**src/rtl/fft_frame_ctrl.sv**
```systemverilog
// fft_frame_ctrl: feeds NUM_CH raw channels back to back through one streaming FFT core
// and collects each spectrum into the result RAM at {channel, bin}.
module fft_frame_ctrl #(
  parameter int NUM_CH   = 4,
  parameter int DATA_W   = 14,
  parameter int LOG2_PTS = 10,
  parameter int RD_LAT   = 1
) (
  input  logic                               clk,
  input  logic                               rst_n,
  input  logic                               ready,
  input  logic                               raw_bank,
  input  logic                               go,
  output logic [LOG2_PTS:0]                  raw_addr,
  input  logic [NUM_CH*DATA_W-1:0]           raw_rd_data,
  output logic                               fft_sink_valid,
  output logic                               fft_sink_sop,
  output logic                               fft_sink_eop,
  output logic [DATA_W-1:0]                  fft_sink_real,
  input  logic                               fft_sink_ready,
  output logic [LOG2_PTS:0]                  fft_pts,
  input  logic                               fft_src_valid,
  input  logic                               fft_src_sop,
  input  logic                               fft_src_eop,
  input  logic [DATA_W-1:0]                  fft_src_real,
  input  logic [DATA_W-1:0]                  fft_src_imag,
  output logic                               res_wren,
  output logic [$clog2(NUM_CH)+LOG2_PTS-1:0] res_waddr,
  output logic [2*DATA_W-1:0]                res_wdata,
  output logic                               out_ready,
  output logic                               busy,
  output logic                               err
);
  localparam int PTS  = 2 ** LOG2_PTS;
  localparam int CHW  = $clog2(NUM_CH);
  localparam int CHW1 = (CHW > 0) ? CHW : 1;
  localparam int AW   = CHW + LOG2_PTS;

  typedef enum logic [1:0] {IDLE, FEED, DRAIN, DONE} state_t;
  state_t state, state_n;

  logic [1:0]          ready_q, bank_q, go_q;
  logic                go_d, bank;
  logic [AW-1:0]       iss;
  logic [LOG2_PTS-1:0] idx, bin, wb;
  logic [CHW1-1:0]     ch_in;
  logic [CHW1-1:0]     pch [RD_LAT];
  logic [RD_LAT:0]     pv, ps, pe;
  logic [CHW:0]        ch_out;
  logic                go_edge, feeding, ch_done, beat, take, leave_done, sink_err, col_err;

  assign go_edge    = go_q[1] & ~go_d;
  assign feeding    = state == FEED;
  assign idx        = iss[LOG2_PTS-1:0];
  assign ch_in      = CHW1'(iss >> LOG2_PTS);
  assign raw_addr   = {bank, idx};
  assign fft_pts    = (LOG2_PTS + 1)'(PTS);
  assign busy       = state == FEED || state == DRAIN;
  assign out_ready  = state == DONE;
  assign leave_done = state == DONE && go_edge;
  assign ch_done    = ch_out == (CHW + 1)'(NUM_CH);
  assign beat       = fft_src_valid && state != IDLE;
  assign take       = beat && !ch_done;
  // a sop always restarts the spectrum at bin 0, even mid-frame
  assign wb         = fft_src_sop ? '0 : bin;
  assign sink_err   = |pv && !fft_sink_ready;
  assign col_err    = beat && (ch_done || (fft_src_sop && bin != '0) || (fft_src_eop && !(&wb)));

  // the last RD_LAT bits of each shift vector are the read-latency pipe, the top bit the output flop
  assign fft_sink_valid = pv[RD_LAT];
  assign fft_sink_sop   = ps[RD_LAT];
  assign fft_sink_eop   = pe[RD_LAT];

  always_comb begin
    state_n = state;
    case (state)
      IDLE:    state_n = (ready_q[1] && fft_sink_ready) ? FEED : IDLE;
      FEED:    state_n = (&iss) ? DRAIN : FEED;
      DRAIN:   state_n = ch_done ? DONE : DRAIN;
      DONE:    state_n = go_edge ? IDLE : DONE;
      default: state_n = IDLE;
    endcase
  end

  always_ff @(posedge clk or negedge rst_n) begin
    if (!rst_n) begin
      state   <= IDLE;
      ready_q <= '0;
      bank_q  <= '0;
      go_q    <= '0;
      go_d    <= 1'b0;
      bank    <= 1'b0;
      iss     <= '0;
    end else begin
      state   <= state_n;
      ready_q <= {ready_q[0], ready};
      bank_q  <= {bank_q[0], raw_bank};
      go_q    <= {go_q[0], go};
      go_d    <= go_q[1];
      bank    <= (state == IDLE && state_n == FEED) ? bank_q[1] : bank;
      iss     <= feeding ? iss + 1'b1 : '0;
    end
  end

  always_ff @(posedge clk or negedge rst_n) begin
    if (!rst_n) begin
      pv            <= '0;
      ps            <= '0;
      pe            <= '0;
      fft_sink_real <= '0;
      for (int i = 0; i < RD_LAT; i++) pch[i] <= '0;
    end else begin
      pv            <= {pv[RD_LAT-1:0], feeding};
      ps            <= {ps[RD_LAT-1:0], feeding && idx == '0};
      pe            <= {pe[RD_LAT-1:0], feeding && &idx};
      fft_sink_real <= pv[RD_LAT-1] ? raw_rd_data[pch[RD_LAT-1]*DATA_W +: DATA_W] : '0;
      pch[0]        <= ch_in;
      for (int i = 1; i < RD_LAT; i++) pch[i] <= pch[i-1];
    end
  end

  always_ff @(posedge clk or negedge rst_n) begin
    if (!rst_n) begin
      res_wren  <= 1'b0;
      res_waddr <= '0;
      res_wdata <= '0;
      ch_out    <= '0;
      bin       <= '0;
      err       <= 1'b0;
    end else begin
      res_wren  <= take;
      res_waddr <= take ? AW'({ch_out, wb}) : res_waddr;
      res_wdata <= take ? {fft_src_real, fft_src_imag} : res_wdata;
      ch_out    <= leave_done ? '0 : take ? ch_out + (CHW + 1)'(fft_src_eop) : ch_out;
      bin       <= leave_done ? '0 : take ? (fft_src_eop ? '0 : wb + 1'b1) : bin;
      err       <= !leave_done && (err || sink_err || col_err);
    end
  end
endmodule

```
**config.mk**
```make
export PLATFORM = sky130hd
export DESIGN_NAME = fft_frame_ctrl
export DESIGN_NICKNAME = d
export VERILOG_FILES = /design/src/rtl/fft_frame_ctrl.sv
export SDC_FILE = /design/constraint.sdc
export NUM_CORES = 1
export LEC_CHECK = 0
export ABC_AREA = 1
export ABC_CLOCK_PERIOD_IN_PS = 4000
export CAP_MARGIN = 25
export CORE_MARGIN = 8
export CORE_UTILIZATION = 48
export CTS_CLUSTER_SIZE = 24
export DETAILED_ROUTE_END_ITERATION = 8
export GPL_ROUTABILITY_DRIVEN = 0
export PLACE_DENSITY = 0.86
export SLEW_MARGIN = 40
export SYNTH_ARGS = -nofsm -noshare
export SYNTH_HDL_FRONTEND = slang
export SYNTH_SLANG_ARGS = --single-unit
```
**constraint.sdc**
```tcl
create_clock -name clk -period 4 [get_ports clk]
set_input_delay 0.8 -clock clk [delete_from_list [all_inputs] [get_ports clk]]
set_output_delay 0.8 -clock clk [all_outputs]
set_load 0.01 [all_outputs]
```
==> run_results.csv <==
group,metric,value,unit
status,outcome,"completed",
finish,final_cell_mix,"clkdlybuf4s50_1, nand2_1, dfrtp_1",
critical_path,critPathRequiredTime,4.25,ns
global_route,grt_pass1_wl,20900,um
drt,drc,0,
clock_tree,clk_pin_slew_worst_paths,0.09,ns
pwr,intPower,0.00187,W
place,io_buffers,164,
place,dp_hpwl,10100,um
timing,rsz0062_at_grt,"no",
finish,regArea,2480,sq um
hold_path,min_to,"ps[1]",
finish,multi_input_area,1820,sq um
timing,worst_hold_slack,0.356,ns
finish,final_common_cell,"clkdlybuf4s50_1",
pwr,powerDensity,425,nW/um^2
drt,wl_per_cell,16.1,um
synthesis,ys_types,37,
hold_path,hp-start,"ps[0]",
global_route,grtUsageTotal,20.2,%
floorplanning,io_pins,176,
synthesis,synth_seq_cells,99,
finish,antenna-diode-count,0,
floorplanning,dieWidth,115,um
finish,area_growth,38.2,%
critical_path,path_max_fanout,52,
drt,initialDrtViolationCount,407,
timing,maxSlewViolCount,0,
clock_tree,cts_setup_buffers,0,
pwr,p_comb_share,30.4,%
critical_path,rrSetupSlack,1.60,ns
pwr,seqPwrFrac,45.8,%
clock_tree,cts_buffers,9,
pwr,ir_drop,0.000207,V
clock_tree,h-tree-depth,3,
finish,final_nets,792,
pwr,switchingPower,0.000879,W
synthesis,synth_area,4680,sq um
floorplanning,die_area,13200,sq um
global_route,grt_max_degree,75,
critical_path,crit_path_end_kind,"flip-flop",
critical_path,startpoint_type,"input pin",
timing,max_slew.worst_pin.slew,0.669,ns
drt,vias,4128,
drt,totalWireLength,13400,um
clock_tree,cts_sinks,99,
timing,hold_violations,0,
finish,drive_gt1_share,7.48,%
synthesis,synth_cells,546,
global_route,grt_overflow,0,
pwr,p_sw_share,32.0,%
timing,relSlewSlack,55.4,%
timing,setup_viol,0,
finish,final_core_util,67.3,%
floorplanning,die_y,115,um
floorplanning,initial_core_util,48.7,%
timing,clock.fmax,394,MHz
drt,routed_via_density,4.99,
timing,period_share,63.4,%
pwr,power.total,0.00275,W
critical_path,r2r_end,"ch_out[1]",
drt,drt_pre_antenna_iters,5,
floorplanning,core_area,9590,sq um
clock_tree,postCtsHoldBufs,0,
critical_path,critPathArrivalTime,2.79,ns
critical_path,rr_worst_depth,8,
clock_tree,clk_latency,0.37,ns
timing,skew,0.00736,ns
global_route,antenna_found_initial,0,
synthesis,yosysSeqAreaShare,53.0,%
timing,tns,0,ns
hold_path,hold_depth,0,
critical_path,critical_path_class,"input pin to flip-flop",
synthesis,ys_warn_count,0,
pwr,p_clk_share,23.9,%
flow_run,cap_violations,0,
finish,n_fill_cell,767,
clock_tree,ctsRootBufferMaster,"clkbuf_8",
pwr,leakage,2.93,nW
clock_tree,ctsResizeCount,0,
global_route,grt_pass1_vias,4128,
timing,final.min_clock_period,2.54,ns
clock_tree,tritoncts,"built",
drt,antenna_left,0,
critical_path,r2r_start,"state[0]",
clock_tree,clock_path_buffers,2,
synthesis,avgSynthCellArea,8.56,sq um
floorplanning,rows,36,
hold_path,hold_path.class,"flip-flop to flip-flop",
-- per-stage QoR --
stage                     area, sq um  std cells  worst slack [ns]
after CTS                        6460        828              1.47
after global routing             6460        828              1.27
after detailed placement         6260        812              1.06
final                            6460        828              1.46
after floorplan                  4710        555              2.08
after global placement           6250        812              1.13
-- cell usage after synthesis, drive strengths merged --
| cell type | n | area (sq um) |
|---|---|---|
| nand2 | 137 | 537 |
| dfrtp | 99 | 2480 |
| nor2 | 96 | 400 |
| o21ai | 56 | 284 |
| inv | 38 | 148 |
| buf | 33 | 238 |
| nand3 | 26 | 155 |
| a21oi | 21 | 105 |
| ha | 9 | 113 |
| clkbuf | 8 | 30.0 |
| xor2 | 6 | 52.6 |
| nand4 | 3 | 18.8 |
| nor3 | 3 | 31.3 |
| conb | 2 | 7.51 |
| o22ai | 2 | 12.5 |
| a21boi | 1 | 7.51 |
| mux2 | 1 | 11.3 |
| nor3b | 1 | 7.51 |
| nor4b | 1 | 8.76 |
| o21a | 1 | 7.51 |
| o31ai | 1 | 7.51 |
| o41ai | 1 | 16.3 |
-- critical path: stages --
cell and delay (ns):
clkdlybuf4s50_1 0.45, inv_1 0.04, nor2_2 0.15, nand2_4 0.32
inv_2 0.59, nor2_2 0.10, inv_2 0.19, o21ai_0 0.11
-- cells by family after synthesis --
logic type / after synthesis / share of synthesized area, %
AO/OA/AOI/OAI: 83 / 9.42
multiplexers: 1 / 0.241
flip-flops: 99 / 53.0
XOR/XNOR: 6 / 1.12
buffers and inverters: 79 / 8.88
adder cells (fa/ha/maj): 9 / 2.41
other: 2 / 0.161
AND/OR/NAND/NOR: 267 / 24.8
-- power by group through the flow --
stage | Combinational (W) | Sequential [W] | Clock [W]
after global routing | 0.000907 | 0.00128 | 0.000706
final | 0.000834 | 0.00126 | 0.000655
after floorplan | 0.000297 | 0.00133 | 0
after detailed placement | 0.000839 | 0.00128 | 0
after CTS | 0.000845 | 0.00126 | 0.000674
after global placement | 0.000812 | 0.00127 | 0
-- registers in the layout (all words and copies together), names as in the netlist, 2 cells and up --
name           cells
bank_q             2
pe                 2
pch                2
res_wdata         28
iss               12
ch_out             3
fft_sink_real     14
bin               10
pv                 2
res_waddr         12
state              2
ps                 2
ready_q            2
go_q               2
-- worst max-delay path by stage --
stage / start / endpoint / slack (ns) / depth (start not counted)
detailed placement: fft_src_valid / ch_out[1] / 1.06 / 8
global placement: fft_src_valid / bin[0] / 1.13 / 8
floorplan: fft_src_sop / bin[8] / 2.08 / 9
global route: fft_src_valid / bin[0] / 1.27 / 8
CTS: fft_src_valid / ch_out[1] / 1.47 / 8
finish: fft_src_valid / ch_out[1] / 1.46 / 8
-- layout make-up --
class	count	share of cell area (%)
inverters	38	2.29
well taps	133	2.58
repair buffers	165	25.5
clock inverters	7	1.18
multi-input cells	377	28.1
clock buffers	9	1.92
flip-flops and latches	99	38.4
-- per-layer routing --
metal	GRT usage (%)	part of all wire, %
met1	24.1	41
met2	34.6	49
met3	4.27	8.2
met4	8.23	1.9
met5	0	0
No activity file was read; power rests on OpenSTA's default activity.
